`src/rtl/issue_scoreboard_pkg.sv`:
```
// Shared definitions for the dual-issue scoreboard: register count,
// saturation limit and the per-register outstanding-count types.
package issue_scoreboard_pkg;

    localparam int unsigned NUM_REGS = 32;
    localparam int unsigned REG_W    = 5;
    localparam logic [2:0]  CNT_MAX  = 3'd3;

    typedef logic [REG_W-1:0]     reg_idx_t;
    typedef logic [1:0]           cnt_t;
    typedef cnt_t [NUM_REGS-1:0]  cnt_vec_t;

    // Writebacks to an idle register must never wrap the count.
    function automatic cnt_t sat_dec(input cnt_t c, input cnt_t n);
        return (c > n) ? cnt_t'(c - n) : '0;
    endfunction

endpackage

```
`src/rtl/issue_pair_check.sv`:
```
// Per-slot readiness: sources free of pending long writes and
// destination count with headroom for one more outstanding write.
module issue_pair_check
    import issue_scoreboard_pkg::*;
(
    input  cnt_vec_t i_eff,
    input  reg_idx_t i_src1,
    input  reg_idx_t i_src2,
    input  logic     i_use1,
    input  logic     i_use2,
    input  reg_idx_t i_dest,
    input  logic     i_long,
    input  logic     i_extra,
    output logic     o_src_ok,
    output logic     o_dest_ok
);

    logic       w_s1_ok;
    logic       w_s2_ok;
    logic [2:0] w_sum;

    assign w_s1_ok = !i_use1 || (i_src1 == '0) || (i_eff[i_src1] == '0);
    assign w_s2_ok = !i_use2 || (i_src2 == '0) || (i_eff[i_src2] == '0);
    assign o_src_ok = w_s1_ok && w_s2_ok;

    // i_extra accounts for the older slot claiming the same destination.
    assign w_sum = {1'b0, i_eff[i_dest]} + {2'b00, i_extra};
    assign o_dest_ok = !i_long || (i_dest == '0) || (w_sum < CNT_MAX);

endmodule

```
`src/rtl/issue_scoreboard.sv`:
```
// In-order dual-issue scoreboard tracking outstanding long-latency
// writes per architectural register, with same-cycle WB bypass.
module issue_scoreboard
    import issue_scoreboard_pkg::*;
(
    input  logic     clk,
    input  logic     resetn,
    input  logic     flush,
    input  logic     ro_stall,
    input  logic     id_a_valid,
    input  reg_idx_t id_a_src1,
    input  reg_idx_t id_a_src2,
    input  logic     id_a_use_src1,
    input  logic     id_a_use_src2,
    input  reg_idx_t id_a_dest,
    input  logic     id_a_long,
    input  logic     id_a_is_mem,
    input  logic     id_a_is_spec_op,
    input  logic     id_b_valid,
    input  reg_idx_t id_b_src1,
    input  reg_idx_t id_b_src2,
    input  logic     id_b_use_src1,
    input  logic     id_b_use_src2,
    input  reg_idx_t id_b_dest,
    input  logic     id_b_long,
    input  logic     id_b_is_mem,
    input  logic     id_b_is_spec_op,
    input  logic     wb_a_long_done,
    input  reg_idx_t wb_a_dest,
    input  logic     wb_b_long_done,
    input  reg_idx_t wb_b_dest,
    output logic     issue_a,
    output logic     issue_b,
    output logic     id_stall,
    output logic     pending_any
);

    cnt_vec_t r_cnt;
    cnt_vec_t w_eff;
    cnt_vec_t w_next;

    logic w_a_src_ok;
    logic w_a_dest_ok;
    logic w_b_src_ok;
    logic w_b_dest_ok;
    logic w_b_extra;
    logic w_b_raw;
    logic w_b_pair_ok;

    always_comb begin
        w_eff = '0;
        for (int unsigned r = 1; r < NUM_REGS; r++) begin
            w_eff[r] = sat_dec(r_cnt[r],
                {1'b0, wb_a_long_done && (wb_a_dest == reg_idx_t'(r))} +
                {1'b0, wb_b_long_done && (wb_b_dest == reg_idx_t'(r))});
        end
    end

    issue_pair_check u_chk_a (
        .i_eff     (w_eff),
        .i_src1    (id_a_src1),
        .i_src2    (id_a_src2),
        .i_use1    (id_a_use_src1),
        .i_use2    (id_a_use_src2),
        .i_dest    (id_a_dest),
        .i_long    (id_a_long),
        .i_extra   (1'b0),
        .o_src_ok  (w_a_src_ok),
        .o_dest_ok (w_a_dest_ok)
    );

    assign w_b_extra = id_a_long && (id_a_dest == id_b_dest);

    issue_pair_check u_chk_b (
        .i_eff     (w_eff),
        .i_src1    (id_b_src1),
        .i_src2    (id_b_src2),
        .i_use1    (id_b_use_src1),
        .i_use2    (id_b_use_src2),
        .i_dest    (id_b_dest),
        .i_long    (id_b_long),
        .i_extra   (w_b_extra),
        .o_src_ok  (w_b_src_ok),
        .o_dest_ok (w_b_dest_ok)
    );

    assign w_b_raw = (id_a_dest != '0) &&
        ((id_b_use_src1 && (id_b_src1 == id_a_dest)) ||
         (id_b_use_src2 && (id_b_src2 == id_a_dest)));

    assign w_b_pair_ok = !w_b_raw &&
        !(id_a_is_mem && id_b_is_mem) &&
        !id_a_is_spec_op && !id_b_is_spec_op;

    assign issue_a = resetn && id_a_valid && !ro_stall && !flush &&
        w_a_src_ok && w_a_dest_ok;

    assign issue_b = issue_a && id_b_valid && w_b_src_ok &&
        w_b_dest_ok && w_b_pair_ok;

    assign id_stall = resetn && id_a_valid && !issue_a;

    assign pending_any = |r_cnt;

    // Issue checks above guarantee the sum never exceeds CNT_MAX.
    always_comb begin
        w_next = '0;
        for (int unsigned r = 1; r < NUM_REGS; r++) begin
            w_next[r] = w_eff[r] +
                {1'b0, issue_a && id_a_long && (id_a_dest == reg_idx_t'(r))} +
                {1'b0, issue_b && id_b_long && (id_b_dest == reg_idx_t'(r))};
        end
    end

    always_ff @(posedge clk or negedge resetn) begin
        if (!resetn) begin
            r_cnt <= '0;
        end else if (flush) begin
            r_cnt <= '0;
        end else begin
            r_cnt <= w_next;
        end
    end

endmodule
```
`config.mk`:
```
export PLATFORM = sky130hd
export DESIGN_NAME = issue_scoreboard
export DESIGN_NICKNAME = d
export VERILOG_FILES = /design/src/rtl/issue_scoreboard_pkg.sv /design/src/rtl/issue_pair_check.sv /design/src/rtl/issue_scoreboard.sv
export SDC_FILE = /design/constraint.sdc
export NUM_CORES = 1
export LEC_CHECK = 0
export ABC_AREA = 1
export CORE_MARGIN = 10
export CORE_UTILIZATION = 30
export DETAILED_ROUTE_END_ITERATION = 10
export DONT_BUFFER_PORTS = 1
export GPL_ROUTABILITY_DRIVEN = 1
export PLACE_DENSITY = 0.53
export SLEW_MARGIN = 5
export SYNTH_ARGS = -nofsm -noshare
export SYNTH_HDL_FRONTEND = slang
export SYNTH_SLANG_ARGS = --single-unit
```
`constraint.sdc`:
```
create_clock -name clk -period 7.41 [get_ports clk]
set_input_delay 1.482 -clock clk [delete_from_list [all_inputs] [get_ports clk]]
set_output_delay 1.482 -clock clk [all_outputs]
set_load 0.02 [all_outputs]
```
## Word-level counts from Yosys, hierarchy flattened

Cells that the tools add are included.

- Flip-flop bits (word level): 64
- Input bits: 58
- Output and inout bits: 4
- Logic and storage cells: 551

- Add/subtract/negate cells: 125
- $lt $le $gt $ge: 39
- Equality and inequality tests: 127
- Mux-type cells: 44
- Reduce and logical (&&, ||, !) cells: 184

Operators by type and width:

| kind | number |
|---|---|
| $eq A5 B5 Y1 const B | 64 |
| $eq A5 B4 Y1 const B | 32 |
| $logic_and A1 B1 Y1 | 146 |
| $add A2 B1 Y2 | 62 |
| $eq A5 B3 Y1 const B | 16 |
| $mux W2 | 37 |
| $mux W64 | 1 |
| $reduce_or A64 Y1 | 1 |
| $add A1 B1 Y2 | 31 |
| $gt A2 B2 Y1 | 31 |
| $sub A2 B2 Y2 | 31 |
| $bmux W2 S5 | 6 |
| $eq A5 B2 Y1 const B | 8 |
| $lt A5 B6 Y1 const B | 6 |
| $logic_not A5 Y1 | 6 |
| $eq A5 B1 Y1 const B | 4 |
| $eq A5 B5 Y1 | 3 |
| $logic_not A1 Y1 | 13 |
| $logic_or A1 B1 Y1 | 13 |
| $logic_not A2 Y1 | 4 |
| $reduce_bool A5 Y1 | 1 |
| $add A2 B1 Y3 | 1 |
| $lt A3 B2 Y1 const B | 1 |
| $lt A2 B2 Y1 const B | 1 |

## Depth between registers and ports, before layout

- Word-level depth: 20
- Gate-level depth with buffers: 27
- Gate-level depth less buffers: 26

## Hierarchy

A second synthesis with hierarchy kept.

- Cells, all modules: 1671
- Area total of the unflattened synthesis: 10403.7 sq um

Modules (own cells, without submodules):

| module | instances | cells an instance | area each (sq um) |
|---|---|---|---|
| issue_scoreboard | 1 | 1037 | 7453.4 |
| issue_pair_check | 2 | 317 | 1475.2 |

## Worst setup path before layout

No wires, ideal clock.

- Path type: input to output
- From: in wb_a_dest[4]
- To: out issue_b
- Arrival time: 4942 ps
- Path slack: 986 ps
- Stages on the path: 22
- Buffers on the path: 1
- Cell sequence: nand2_1 > clkbuf_1 > nor2_1 > ha_1 > ha_1 > inv_1 > fa_1 > nand3_1 > inv_1 > a21oi_1 > o221ai_1 > a22o_1 > nor2_1 > a31oi_1 > ha_1 > a21oi_1 > nor2_1 > nor3_1 > a21boi_0 > nand2_1 > nor2_2 > and2_1

- Cells in the longest elaborated chain, start to end: 16

RTL lines:

| item | RTL line | source |
|---|---|---|
| start: declaration | issue_scoreboard.sv:29 | `input reg_idx_t wb_a_dest,` |
| branches (longest 14 deep; another with $add A2 B1 Y3) | -- |  |
| $logic_and A1 B1 Y1 * | issue_scoreboard.sv:98 | `assign issue_b = issue_a && id_b_valid && w_b_src_ok &&` |
| $logic_and A1 B1 Y1 * | issue_scoreboard.sv:99 | `w_b_dest_ok && w_b_pair_ok;` |
| end: declaration | issue_scoreboard.sv:33 | `output logic issue_b,` |

Mark *: on every way between the ends. The select of a mux whose other input is x is not followed.

## Worst setup path in the final report

- From: in wb_a_dest[0]
- To: out issue_b

The elaborated chain is that of the path after synthesis.

==> flow_summary.toml <==
[critical_path]
ff2ff_setup_slack_ns = 2.32
crit_path_cell_trace = "inv_1, nor2_1, nand2_1, nor2_1, ha_1, ha_1, inv_1, fa_1, nand3_1, o22ai_1, nor4_1, a31oi_1, ha_1, a21oi_1, nor2_1, nor3_1, a21boi_0, nand2_1, nor2_2, and2_1"
crit_type = "in2out"
crit-reg2reg-capture = "r_cnt[51]$_DFF_PN0_"
worst_setup_path_endpoint = "issue_b"
cp_data_required_time_ns = 5.93
path_depth = 20
r2r_cells = 20
worst_path_max_stage_delay_ns = 0.49
crit_slowest_cell = "sky130_fd_sc_hd__fa_1"
cp-startpoint = "wb_a_dest[0]"
cp_data_arrival_time_ns = 5.49
cp-end-kind = "output port"
start_kind = "input pin"
worst_r2r_startpoint = "r_cnt[18]$_DFF_PN0_"
timing.critical_path.fanout_max = 5
critPathTopFamily = "simple AND/OR/NAND/NOR gates"
crit_buf_inv = 2

[clock_tree]
numClockSinks = 62
clock-root-buffer = "sky130_fd_sc_hd__clkbuf_16"
number_of_buffers_created_by_cts = 9
cts-hold-fix-buffers = 0
clockBufferDepth = 2
cts_max_level = 3
postCtsResizedCells = 0
clkLatencyLatePin_ns = 0.34
worst_setup_hold_path_clk_slew_ns = 0.06
cts_setup_buffers = 0
tritoncts_clock_tree = "done"

[logic_synthesis]
synth.largest_area_cell = "sky130_fd_sc_hd__dfrtp_1"
yosys_most_used_dff = "sky130_fd_sc_hd__dfrtp_1"
synth-warning-count = 0
synth_seq_area_share_pct = 15.4
ys_top_cells_by_area = "sky130_fd_sc_hd__dfrtp_1 (15%), sky130_fd_sc_hd__nand2_1 (13%), sky130_fd_sc_hd__fa_1 (12%), sky130_fd_sc_hd__ha_1 (12%), sky130_fd_sc_hd__nor2_1 (10%)"
syn-num-nets = 1749
mappedNetlistArea_sq_um = 10100
synth-async-reset-ratio_pct = 100
postSynthAreaPerCell_sq_um = 6.56
synth.top_cell.area_share_pct = 15.4
ys_types = 41
synthesis.instances = 1534
synth_enable_flop_cells = 0
synth.ff_latch_count = 62

[timing]
final.setup_skew_ns = 0.0118
maxSlewViolCount = 0
finalHoldViolCount = 0
worst_hold_slack_ns = 0.836
worst-slew-pin-transition_ns = 0.987
timing.slew.headroom_pct = 34.1
setup_viol = 0
max_freq_mhz = 143
fin_crit_sh_pct = 94.1
setup_total_negative_slack_ns = 0
setup_repair_after_global_routing_missed_its_margin = "no"
fin_crit_ns = 6.97

[layout]
fillerInstances = 3660
fin_nets = 1772
layout_top_registers = "r_cnt x62"
final_layout_size_suffix_gt1_share_pct = 7.81
final_non_filler_cells = 2004
antenna_diode_count = 0
multi_input_area_sq_um = 7400
syn_to_final_growth_pct = 10.5
registers.top_by_ff_count = "r_cnt"
sequential_cell_area_sq_um = 1550
utilization_pct = 33.9
largest_reg_flops = 62

[global_route]
first_global_vias = 10600
pin_count_of_the_biggest_net_entering_global_routing = 64
grt_usage_pct = 24.3
globalRoute.totalOverflow = 0
grt_antenna_before_repair = 2
grt_pass1_wl_microns = 73600

[hold_path]
hold_path.class = "in2async"

[route]
ant_nets = 0
drt-initial-drc-count = 1274
firstDrtPassIters = 8
vias = 10900
route.final.wire_length_microns = 50900
routedWlPerCell_microns = 25.4
drcViolationCount = 0
vias_per_cell = 5.42

[run_status]
run_status = "complete, no violations"

[die]
die_span_in_y_microns = 203
core_area_sq_um = 32800
die_width_microns = 203
die_area_sq_um = 41300
start_util_pct = 30.7
floorplan.io_pins = 62
std_cell_rows = 66

[place]
detailedPlacementHpwl_microns = 42200
place.detailed.instances = 1988
port_buffers = 0
routabilityCongestion = 1.03

[power_and_ir_drop]
pwr_density_cell_nw_per_um2 = 91.5
static-leakage-power_uw = 0.00542
power.ir.vdd_worst_mv = 0.0961

[job]
drv.max_cap_violation_count = 0
==> cell type report <==
class,count,share of cell area [%]
Timing Repair Buffer,61,4.12
Inverter,223,7.55
Clock buffer,10,2.06
Tap cell,442,4.97
Sequential cell,62,14.0
Clock inverter,6,0.776
Multi-Input combinational cell,1200,66.6
==> layout by cell type, fill, tap and decap left out, types with 3 or more instances in the layout <==
cell and count:
sky130_fd_sc_hd__nand2_1 351, sky130_fd_sc_hd__nor2_1 267, sky130_fd_sc_hd__inv_1 207, sky130_fd_sc_hd__nand3_1 134, sky130_fd_sc_hd__nand4_1 100, sky130_fd_sc_hd__ha_1 95, sky130_fd_sc_hd__fa_1 62, sky130_fd_sc_hd__dfrtp_1 62
sky130_fd_sc_hd__buf_4 61, sky130_fd_sc_hd__xnor2_1 34, sky130_fd_sc_hd__o21ai_0 29, sky130_fd_sc_hd__a21oi_1 23, sky130_fd_sc_hd__nand3b_1 13, sky130_fd_sc_hd__o22ai_1 13, sky130_fd_sc_hd__nor4_1 13, sky130_fd_sc_hd__inv_2 12
sky130_fd_sc_hd__nand4_2 10, sky130_fd_sc_hd__nor2_2 9, sky130_fd_sc_hd__clkbuf_16 9, sky130_fd_sc_hd__o21ai_1 8, sky130_fd_sc_hd__nand2_2 6, sky130_fd_sc_hd__nor2_4 4, sky130_fd_sc_hd__nor3_1 4, sky130_fd_sc_hd__clkinv_2 4
sky130_fd_sc_hd__a221oi_1 4, sky130_fd_sc_hd__a22o_1 3, sky130_fd_sc_hd__o221ai_1 3
==> synth_stat cells (3+ instances only) <==
cell type and count:
sky130_fd_sc_hd__nand2_1 353, sky130_fd_sc_hd__nor2_1 268, sky130_fd_sc_hd__inv_1 207, sky130_fd_sc_hd__nand3_1 134, sky130_fd_sc_hd__nand4_1 100, sky130_fd_sc_hd__ha_1 95
sky130_fd_sc_hd__dfrtp_1 62, sky130_fd_sc_hd__fa_1 62, sky130_fd_sc_hd__xnor2_1 34, sky130_fd_sc_hd__o21ai_0 29, sky130_fd_sc_hd__clkbuf_1 27, sky130_fd_sc_hd__a21oi_1 23
sky130_fd_sc_hd__nand3b_1 13, sky130_fd_sc_hd__nor4_1 13, sky130_fd_sc_hd__o22ai_1 13, sky130_fd_sc_hd__inv_2 12, sky130_fd_sc_hd__nand4_2 10, sky130_fd_sc_hd__buf_6 9
sky130_fd_sc_hd__nor2_2 9, sky130_fd_sc_hd__buf_2 8, sky130_fd_sc_hd__o21ai_1 8, sky130_fd_sc_hd__buf_4 5, sky130_fd_sc_hd__a221oi_1 4, sky130_fd_sc_hd__nand2_2 4
sky130_fd_sc_hd__nor3_1 4, sky130_fd_sc_hd__a22o_1 3, sky130_fd_sc_hd__nor2_4 3, sky130_fd_sc_hd__o221ai_1 3
==> worst min path at each step <==
stage | to | depth (start not counted) | start
2_1_floorplan | r_cnt[3]$_DFF_PN0_ | 5 | r_cnt[3]$_DFF_PN0_
3_3_place_gp | r_cnt[45]$_DFF_PN0_ | 5 | r_cnt[45]$_DFF_PN0_
3_5_place_dp | r_cnt[45]$_DFF_PN0_ | 5 | r_cnt[45]$_DFF_PN0_
4_1_cts | r_cnt[9]$_DFF_PN0_ | 0 | resetn
5_1_grt | r_cnt[5]$_DFF_PN0_ | 0 | resetn
6_report | r_cnt[9]$_DFF_PN0_ | 0 | resetn
==> per-layer routing <==
layer | part of all wire, % | track usage [%] | vias to the layer above
met1 | 44 | 32.2 | 5223
met4 | 4.0 | 10.4 | 2
met2 | 43 | 37.0 | 526
li1 | - | - | 5015
met3 | 9.5 | 5.80 | 91
met5 | 0.024 | 0 | -
==> power breakdown <==
| group | switching [uW] | total [uW] | internal [uW] |
|---|---|---|---|
| Sequential | 0.348 | 340 | 339 |
| Combinational | 157 | 221 | 64.5 |
| Clock | 163 | 457 | 294 |
| Total | 320 | 1020 | 698 |
==> cell families (layout without fill, tap and decap cells) <==
family	count (synthesis)	count (layout)	synth area share, %
flip-flops	62	62	15.4
AO/OA/AOI/OAI	95	95	5.67
XOR/XNOR	34	34	2.96
buffers and inverters	272	300	11.1
AND/OR/NAND/NOR	914	914	40.7
adder cells (fa/ha/maj)	157	157	24.2
==> metrics by stage <==
step / total power, uW / setup WS, ns / instance area (sq um)
after floorplan: 512 / 0.986 / 10100
after global placement: 563 / 0.403 / 10800
after detailed placement: 562 / 0.438 / 10800
after CTS: 1020 / 0.425 / 11100
after global routing: 1060 / 0.0505 / 11100
final: 1020 / 0.437 / 11100
(Power assumes the default switching activity.)
